[src/rtl/victim_writeback_buffer_if.sv]
// Bus bundle between the victim cache, the write-back buffer and physical memory.
// The slave modport is the buffer's view; master is the surrounding environment.
interface victim_writeback_buffer_if;
   logic         vc_read;
   logic         vc_write;
   logic [15:0]  vc_address;
   logic [127:0] vc_wdata;
   logic [127:0] vc_rdata;
   logic         vc_resp;
   logic         pmem_read;
   logic         pmem_write;
   logic [15:0]  pmem_address;
   logic [127:0] pmem_wdata;
   logic [127:0] pmem_rdata;
   logic         pmem_resp;

   modport slave (
      input  vc_read, vc_write, vc_address, vc_wdata, pmem_rdata, pmem_resp,
      output vc_rdata, vc_resp, pmem_read, pmem_write, pmem_address, pmem_wdata
   );

   modport master (
      output vc_read, vc_write, vc_address, vc_wdata, pmem_rdata, pmem_resp,
      input  vc_rdata, vc_resp, pmem_read, pmem_write, pmem_address, pmem_wdata
   );
endinterface

[src/rtl/victim_writeback_buffer.sv]
// Write-back buffer: absorbs evicted dirty lines in a small FIFO, forwards read hits,
// and drains entries to memory in insertion order whenever the upstream side is quiet.
module victim_writeback_buffer #(
   parameter int unsigned DEPTH = 2
) (
   input  logic                      clk,
   input  logic                      rst,
   victim_writeback_buffer_if.slave  bus,
   output logic                      empty
);

   localparam int unsigned PtrW = $clog2(DEPTH);
   localparam int unsigned CntW = PtrW + 1;

   typedef enum logic [1:0] {StIdle, StResp, StRead, StDrain} state_e;

   state_e              state_q, state_d;
   logic [PtrW-1:0]     head_q, tail_q;
   logic [CntW-1:0]     count_q;
   logic [DEPTH-1:0]    valid_q;
   logic [11:0]         addr_q [DEPTH];
   logic [127:0]        data_q [DEPTH];
   logic [127:0]        rdata_q;

   logic [11:0]         line_addr;
   logic                hit;
   logic [PtrW-1:0]     hit_idx;
   logic                full;
   logic                push, overwrite, pop, load_hit, load_mem;
   logic                unused_addr_bits;

   assign line_addr        = bus.vc_address[15:4];
   assign unused_addr_bits = ^bus.vc_address[3:0];
   assign full             = (count_q == CntW'(DEPTH));

   // Writes coalesce, so at most one valid entry can match.
   always_comb begin
      hit     = 1'b0;
      hit_idx = '0;
      for (int unsigned i = 0; i < DEPTH; i++) begin
         if (valid_q[i] && addr_q[i] == line_addr) begin
            hit     = 1'b1;
            hit_idx = PtrW'(i);
         end
      end
   end

   always_comb begin
      state_d   = state_q;
      push      = 1'b0;
      overwrite = 1'b0;
      pop       = 1'b0;
      load_hit  = 1'b0;
      load_mem  = 1'b0;
      unique case (state_q)
         StIdle: begin
            if (bus.vc_write) begin
               if (hit) begin
                  overwrite = 1'b1;
                  state_d   = StResp;
               end else if (!full) begin
                  push    = 1'b1;
                  state_d = StResp;
               end else begin
                  state_d = StDrain;
               end
            end else if (bus.vc_read) begin
               if (hit) begin
                  load_hit = 1'b1;
                  state_d  = StResp;
               end else begin
                  state_d = StRead;
               end
            end else if (count_q != '0) begin
               state_d = StDrain;
            end
         end
         StResp: state_d = StIdle;
         StRead: begin
            if (bus.pmem_resp) begin
               load_mem = 1'b1;
               state_d  = StResp;
            end
         end
         StDrain: begin
            if (bus.pmem_resp) begin
               pop     = 1'b1;
               state_d = StIdle;
            end
         end
         default: state_d = StIdle;
      endcase
   end

   always_comb begin
      bus.pmem_address = '0;
      bus.pmem_wdata   = '0;
      if (state_q == StRead) begin
         bus.pmem_address = {line_addr, 4'b0};
      end else if (state_q == StDrain) begin
         bus.pmem_address = {addr_q[head_q], 4'b0};
         bus.pmem_wdata   = data_q[head_q];
      end
   end

   assign bus.pmem_read  = (state_q == StRead);
   assign bus.pmem_write = (state_q == StDrain);
   assign bus.vc_resp    = (state_q == StResp);
   assign bus.vc_rdata   = rdata_q;
   assign empty          = (count_q == '0);

   always_ff @(posedge clk) begin
      if (rst) begin
         state_q <= StIdle;
         head_q  <= '0;
         tail_q  <= '0;
         count_q <= '0;
         valid_q <= '0;
         rdata_q <= '0;
      end else begin
         state_q <= state_d;
         if (overwrite) begin
            data_q[hit_idx] <= bus.vc_wdata;
         end
         if (push) begin
            valid_q[tail_q] <= 1'b1;
            addr_q[tail_q]  <= line_addr;
            data_q[tail_q]  <= bus.vc_wdata;
            tail_q          <= tail_q + PtrW'(1);
            count_q         <= count_q + CntW'(1);
         end else if (pop) begin
            valid_q[head_q] <= 1'b0;
            head_q          <= head_q + PtrW'(1);
            count_q         <= count_q - CntW'(1);
         end
         if (load_hit) begin
            rdata_q <= data_q[hit_idx];
         end else if (load_mem) begin
            rdata_q <= bus.pmem_rdata;
         end
      end
   end

endmodule

[src/flat_wrapper.sv]
// flat-port wrapper written by rule: the top's interface ports become plain ports
module victim_writeback_buffer_flat 
#(
   parameter int unsigned DEPTH = 2
)
  (clk, rst, empty, bus_vc_read, bus_vc_write, bus_vc_address, bus_vc_wdata, bus_pmem_rdata, bus_pmem_resp, bus_vc_rdata, bus_vc_resp, bus_pmem_read, bus_pmem_write, bus_pmem_address, bus_pmem_wdata);
  victim_writeback_buffer_if bus_i ();
  input  logic clk;
  input  logic rst;
  output logic empty;
  input wire logic [$bits(bus_i.vc_read)-1:0] bus_vc_read;
  input wire logic [$bits(bus_i.vc_write)-1:0] bus_vc_write;
  input wire logic [$bits(bus_i.vc_address)-1:0] bus_vc_address;
  input wire logic [$bits(bus_i.vc_wdata)-1:0] bus_vc_wdata;
  input wire logic [$bits(bus_i.pmem_rdata)-1:0] bus_pmem_rdata;
  input wire logic [$bits(bus_i.pmem_resp)-1:0] bus_pmem_resp;
  output wire logic [$bits(bus_i.vc_rdata)-1:0] bus_vc_rdata;
  output wire logic [$bits(bus_i.vc_resp)-1:0] bus_vc_resp;
  output wire logic [$bits(bus_i.pmem_read)-1:0] bus_pmem_read;
  output wire logic [$bits(bus_i.pmem_write)-1:0] bus_pmem_write;
  output wire logic [$bits(bus_i.pmem_address)-1:0] bus_pmem_address;
  output wire logic [$bits(bus_i.pmem_wdata)-1:0] bus_pmem_wdata;
  assign bus_i.vc_read = bus_vc_read;
  assign bus_i.vc_write = bus_vc_write;
  assign bus_i.vc_address = bus_vc_address;
  assign bus_i.vc_wdata = bus_vc_wdata;
  assign bus_i.pmem_rdata = bus_pmem_rdata;
  assign bus_i.pmem_resp = bus_pmem_resp;
  assign bus_vc_rdata = bus_i.vc_rdata;
  assign bus_vc_resp = bus_i.vc_resp;
  assign bus_pmem_read = bus_i.pmem_read;
  assign bus_pmem_write = bus_i.pmem_write;
  assign bus_pmem_address = bus_i.pmem_address;
  assign bus_pmem_wdata = bus_i.pmem_wdata;
  victim_writeback_buffer #(.DEPTH(DEPTH)) u_core (.clk(clk), .rst(rst), .bus(bus_i), .empty(empty));
endmodule
[config.mk]
export PLATFORM = sky130hd
export DESIGN_NAME = victim_writeback_buffer_flat
export DESIGN_NICKNAME = d
export VERILOG_FILES = /design/src/rtl/victim_writeback_buffer_if.sv /design/src/rtl/victim_writeback_buffer.sv /design/src/flat_wrapper.sv
export SDC_FILE = /design/constraint.sdc
export NUM_CORES = 1
export LEC_CHECK = 0
export CORE_MARGIN = 3
export CORE_UTILIZATION = 25
export DETAILED_ROUTE_END_ITERATION = 8
export GPL_TIMING_DRIVEN = 0
export MAX_ROUTING_LAYER = met4
export SYNTH_ARGS = -nofsm -noshare
export SYNTH_HDL_FRONTEND = slang
export SYNTH_SLANG_ARGS = --single-unit
[constraint.sdc]
create_clock -name clk -period 27 [get_ports clk]
set_input_delay 4.05 -clock clk [delete_from_list [all_inputs] [get_ports clk]]
set_output_delay 4.05 -clock clk [all_outputs]
set_load 0.02 [all_outputs]
Yosys cells after proc, flatten, opt, wreduce, memory -nomap -nowiden
Memory sizes are Yosys's and may differ from the RTL's. A register that Yosys moved wholly into a read port is not among the register bits.
Index checks and enable logic that the tools add are counted.
{"block": "word_totals", "register_bits": 136, "ramBits": 280, "output_inout_bits": 276, "wordCells": 93, "memories": 2}
{"block": "classes", "add_sub_neg": 4, "magnitude_cmp": 4, "eq_ne": 9, "n_mux": 52, "bitwise": 4, "reduce_logical": 12}
{"name": "u_core.data_q", "words": 2, "word_bits": 128, "read_ports": 2, "rd_clocked_by_memory_dff": 1, "write_ports": 1, "line_no": "victim_writeback_buffer.sv:22", "text": "logic [127:0] data_q [DEPTH];"}
{"name": "u_core.addr_q", "words": 2, "word_bits": 12, "read_ports": 3, "rd_clocked_by_memory_dff": 1, "write_ports": 1, "line_no": "victim_writeback_buffer.sv:21", "text": "logic [11:0] addr_q [DEPTH];"}
{"cell": "$mux W128", "count": 5}
{"cell": "$reduce_or A128 Y1", "count": 1}
{"cell": "$mux W16", "count": 2}
{"cell": "$mux W1", "count": 30}
{"cell": "$eq A12 B12 Y1", "count": 2}
{"cell": "$mux W2", "count": 12}
{"cell": "$pmux W2 S4", "count": 1}
{"cell": "$eq A2 B2 Y1 const B", "count": 3}
{"cell": "$reduce_bool A2 Y1", "count": 3}
{"cell": "$logic_and A1 B1 Y1", "count": 4}
{"cell": "$logic_not A2 Y1", "count": 2}
{"cell": "$lt A1 B2 Y1 const B", "count": 2}
{"cell": "$ne A2 B2 Y1 const B", "count": 2}
{"cell": "$ne A4 B3 Y1 const B", "count": 1}
{"cell": "$reduce_and A3 Y1", "count": 1}
{"cell": "$add A1 B1 Y1 const B", "count": 2}
{"cell": "$add A2 B1 Y2 const B", "count": 1}
{"cell": "$and A2 B2 Y2", "count": 1}
{"cell": "$demux W1 S1", "count": 2}
{"cell": "$eq A2 B1 Y1 const B", "count": 1}
{"cell": "$ge A1 B1 Y1 const B", "count": 2}
{"cell": "$not A2 Y2", "count": 1}
{"cell": "$or A2 B2 Y2", "count": 1}
{"cell": "$reduce_and A2 Y1", "count": 1}
{"cell": "other kinds (2)", "count": 2}

Depth between registers and ports, before layout
{"block": "depth", "ltp_word": 12, "depth_mapped": 9}

Worst setup path after synthesis
OpenSTA, ideal clock, no wires.
{"block": "synth_path", "path_kind": "input -> register", "start": "input bus_vc_address[14]", "end": "memory u_core.data_q[0][0], enable pin", "setup_time_ps": 928, "t_arrival_ps": 16909, "required_ps": 26072, "setup_slack_ps": 9162, "path_stages": 5, "path_cell_list": "xnor2_1 -> nand4_1 -> nor4_4 -> nor2_1 -> nor4_1"}
{"block": "synth_between", "elab_chain_len": 12, "word_cells_on_any_way": 22, "cone_classes": "2 x eq/ne; 17 x mux; 3 x reduce/logical"}
{"item": "start: declaration", "line_no": "flat_wrapper.sv:13", "text": "input wire logic [$bits(bus_i.vc_address)-1:0] bus_vc_address;"}
{"item": "$eq A12 B12 Y1", "line_no": "victim_writeback_buffer.sv:41", "text": "if (valid_q[i] && addr_q[i] == line_addr) begin"}
{"item": "$logic_and A1 B1 Y1", "line_no": "victim_writeback_buffer.sv:41"}
{"item": "$mux W1 (2 in a row)", "line_no": "victim_writeback_buffer.sv:41"}
{"item": "$mux W1", "line_no": "victim_writeback_buffer.sv:58", "text": "if (hit) begin"}
{"item": "$mux W1", "line_no": "victim_writeback_buffer.sv:57", "text": "if (bus.vc_write) begin"}
{"item": "$mux W1", "line_no": "victim_writeback_buffer.sv:55", "text": "unique case (state_q)"}
{"item": "$mux W1", "line_no": "victim_writeback_buffer.sv:125", "text": "if (push) begin"}
{"item": "$mux W1", "line_no": "victim_writeback_buffer.sv:113", "text": "if (rst) begin"}
{"item": "$mux W1 (not written as such)", "line_no": "victim_writeback_buffer.sv:128", "text": "data_q[tail_q] <= bus.vc_wdata;"}
{"item": "$reduce_or A128 Y1 (no source line)"}
{"item": "$mux W1 (no source line)"}
{"item": "end: declaration", "line_no": "victim_writeback_buffer.sv:22"}
Parallel ways exist; a longest one is shown, timed or not.

Worst setup path in the final report
{"block": "layout_path", "start": "input bus_vc_address[4]", "end": "output bus_pmem_address[4]"}
{"block": "layout_between", "elab_chain_len": 1}
{"item": "$mux W16", "line_no": "victim_writeback_buffer.sv:98", "text": "if (state_q == StRead) begin"}
{"item": "end: declaration", "line_no": "flat_wrapper.sv:21", "text": "output wire logic [$bits(bus_i.pmem_address)-1:0] bus_pmem_address;"}
Every way passes these cells.

==> flow_summary_export.csv <==
group,metric,value,unit
status,status,"complete, no violations",
timing,max_freq,104,MHz
route,drcViolationCount,0,
logic_synthesis,synth-warning-count,0,
timing,report.final.hold_viol_count,0,
logic_synthesis,synthArstFlopShare,0,
timing,slew_headroom,0.150,
route,wl,71600,µm
floorplan,io_pins,553,
pwr,ir_drop,0.0464,mV
timing,drv_slew,0,
cells_and_area,stdcell_count,3137,
cts,ctsResizeCount,0,
pwr,p_int,1.20,mW
route,drt-pass1-iter-count,5,
grt,track_usage,0.184,
pwr,switchingPower,0.412,mW
cts,cts_hold_buffers,0,
critical_path,arrival,5.53,ns
logic_synthesis,synth_area_leaders,"edfxtp_1, dfxtp_1, mux2i_1",
floorplan,rows,98,
cts,clkTransAtPathRegs,0.06,ns
grt,grt_start_max_net_pins,13,
cells_and_area,drive_gt1_frac,0.126,
placed_design,dp.cells,3037,
pwr,power.density,60.0,nW/µm²
floorplan,core_area,72200,µm²
timing,setup_slack,17.42,ns
cts,cts_root_buf,"clkbuf_16",
cts,cts_setup_buffers,0,
route,viasPerCell,4.75,
cts,cts_sinks,417,
cells_and_area,area_delta_synth_final,46.3,%
timing,tns,0,ns
logic_synthesis,synth-seq-cells,417,
grt,grt_pass1_wl,104000,µm
timing,setup_viol_count_final,0,
cells_and_area,layout_commonest_cell,"clkdlybuf4s50_1",
floorplan,start_util,0.255,
critical_path,path_class,"primary input to output port",
critical_path,required,22.95,ns
logic_synthesis,synth_area_per_cell,12.2,µm²
grt,antenna_found_initial,10,
cts,htreeDepth,2,
logic_synthesis,synthCells,1506,
cells_and_area,fin_nets,2414,
grt,grt_pass1_vias,15900,
critical_path,worst_setup_path_end_kind,"output port",
cts,tritoncts,"yes",
route,final_antenna_net_count,0,
logic_synthesis,synth-edff-count,280,
cts,cts_buffers,48,
logic_synthesis,synth_top_area_share,0.457,
worst_hold_path,min_path_type,"flip-flop to flip-flop",
cells_and_area,most-common-layout-cells,"clkdlybuf4s50_1, edfxtp_1, nor2_1, mux2i_1, nand2_1",
route,vias,14900,
cts,clk-insertion-delay-late,0.58,ns
placed_design,io_buffers,543,
placed_design,place_congestion,0.893,
critical_path,cp-start-kind,"primary input",
pwr,swShare,0.255,
logic_synthesis,ys_types,42,
timing,finalCritPeriodShare,0.355,
floorplan,chipHeight,277,µm
timing,worst_slew_pin_slew,1.27,ns
route,wl_per_cell,22.8,µm
floorplan,die_w,277,µm
logic_synthesis,yosys.area.top_type,"edfxtp_1",
timing,rsz0062_at_grt,"false",
route,drtIter0Drc,1013,
placed_design,post-place-ws,17.44,ns
critical_path,worstPathMaxFanout,5,
pwr,leakagePower,8.50,nW
logic_synthesis,syn_area,18400,µm²
floorplan,fp.dieArea,76900,µm²
timing,period_needed,9.58,ns
pwr,seqPwrFrac,0.460,
cts,cts_buffer_depth,3,
job,max_cap_viol_count,0,
logic_synthesis,yosysSeqAreaShare,0.606,
logic_synthesis,ys_dominant_reg_cell,"edfxtp_1",
grt,grt_remaining_overflow,0,
placed_design,dpl.hpwl,53800,µm
pwr,pwr-share-clk,0.388,
pwr,combPwrFrac,0.152,
timing,worst_clock_skew,0.0171,ns
[flip-flops by register name, summed over array words and instances, names as in the netlist, named ones only]
name / count
u_core.addr_q: 24
u_core.bus.vc_rdata: 128
u_core.count_q: 2
u_core.data_q: 256
u_core.head_q: 1
u_core.state_q: 2
u_core.tail_q: 1
u_core.valid_q: 2
[worst paths after layout]
path / start / to / slack, ns / depth (start not counted)
worst max-delay path: bus_vc_address[4] / bus_pmem_address[4] / 17.42 / 3
worst min-delay path: u_core.bus.vc_rdata[12] / u_core.bus.vc_rdata[12] / 0.49 / 2
worst min register to register: u_core.bus.vc_rdata[12] / u_core.bus.vc_rdata[12] / 0.49 / 2
worst max register to register: u_core.addr_q[1][11] / u_core.data_q[1][88] / 22.52 / 15
[logic make-up after synthesis]
kind of cell,count (synthesis),share of synthesized area
AOI/OAI and AO/OA,152,0.0814
xor gates and xnor gates,28,0.0133
buffers and inverters,125,0.0313
DFF,417,0.606
muxes,268,0.151
other,1,0.000204
and+or+nand+nor,515,0.118
[stage by stage]
stage                     hold WS, ns  instance area [µm²]  total power, mW   util
after floorplan                 0.454                18400            0.876      -
after global placement          0.473                25000             1.01  0.347
after detailed placement        0.481                25400             1.00  0.352
after CTS                       0.494                26900             1.64  0.373
after global routing            0.509                26900             1.68  0.373
final                           0.489                26900             1.62  0.373
[Yosys cell counts (all sizes together) (12+ instances only)]
master / instances
mux2: 72
nand3: 70
mux2i: 196
a2111oi: 56
edfxtp: 280
o211a: 12
clkbuf: 65
dfxtp: 137
nor2: 205
xnor2: 27
a31oi: 67
nor3: 58
nand2: 164
buf: 59
[cell type report]
class	instances	area [µm²]
clock inverter	9	76.3
tap	950	1190
clock buffer	81	1420
buffer	124	576
sequential	417	11200
antenna	10	25.0
timing repair buffer	578	5780
inverter	1	3.75
fill	7034	45300
multi-input combinational	967	6720
[power by group through the flow]
| stage | registers [mW] | clock network [mW] | logic, mW |
|---|---|---|---|
| 3_3_place_gp | 0.774 | 0 | 0.234 |
| 2_1_floorplan | 0.776 | 0 | 0.100 |
| 3_5_place_dp | 0.756 | 0 | 0.247 |
| 6_report | 0.743 | 0.626 | 0.246 |
| 4_1_cts | 0.743 | 0.646 | 0.248 |
| 5_1_grt | 0.747 | 0.671 | 0.263 |
[metal layers]
| metal | vias up | track usage | routed length, µm |
|---|---|---|---|
| met5 | - | - | 0 |
| met4 | 0 | 0.0533 | 1860 |
| met3 | 110 | 0.0451 | 5470 |
| met1 | 7337 | 0.218 | 28900 |
| met2 | 621 | 0.310 | 35300 |
| li1 | 6835 | - | - |
[worst max-delay path, stage by stage]
cell and delay [ns]:
clkdlybuf4s50_1 0.64, o211a_1 0.22, clkdlybuf4s50_1 0.62
Note: power is estimated with default switching activity, not from simulation.
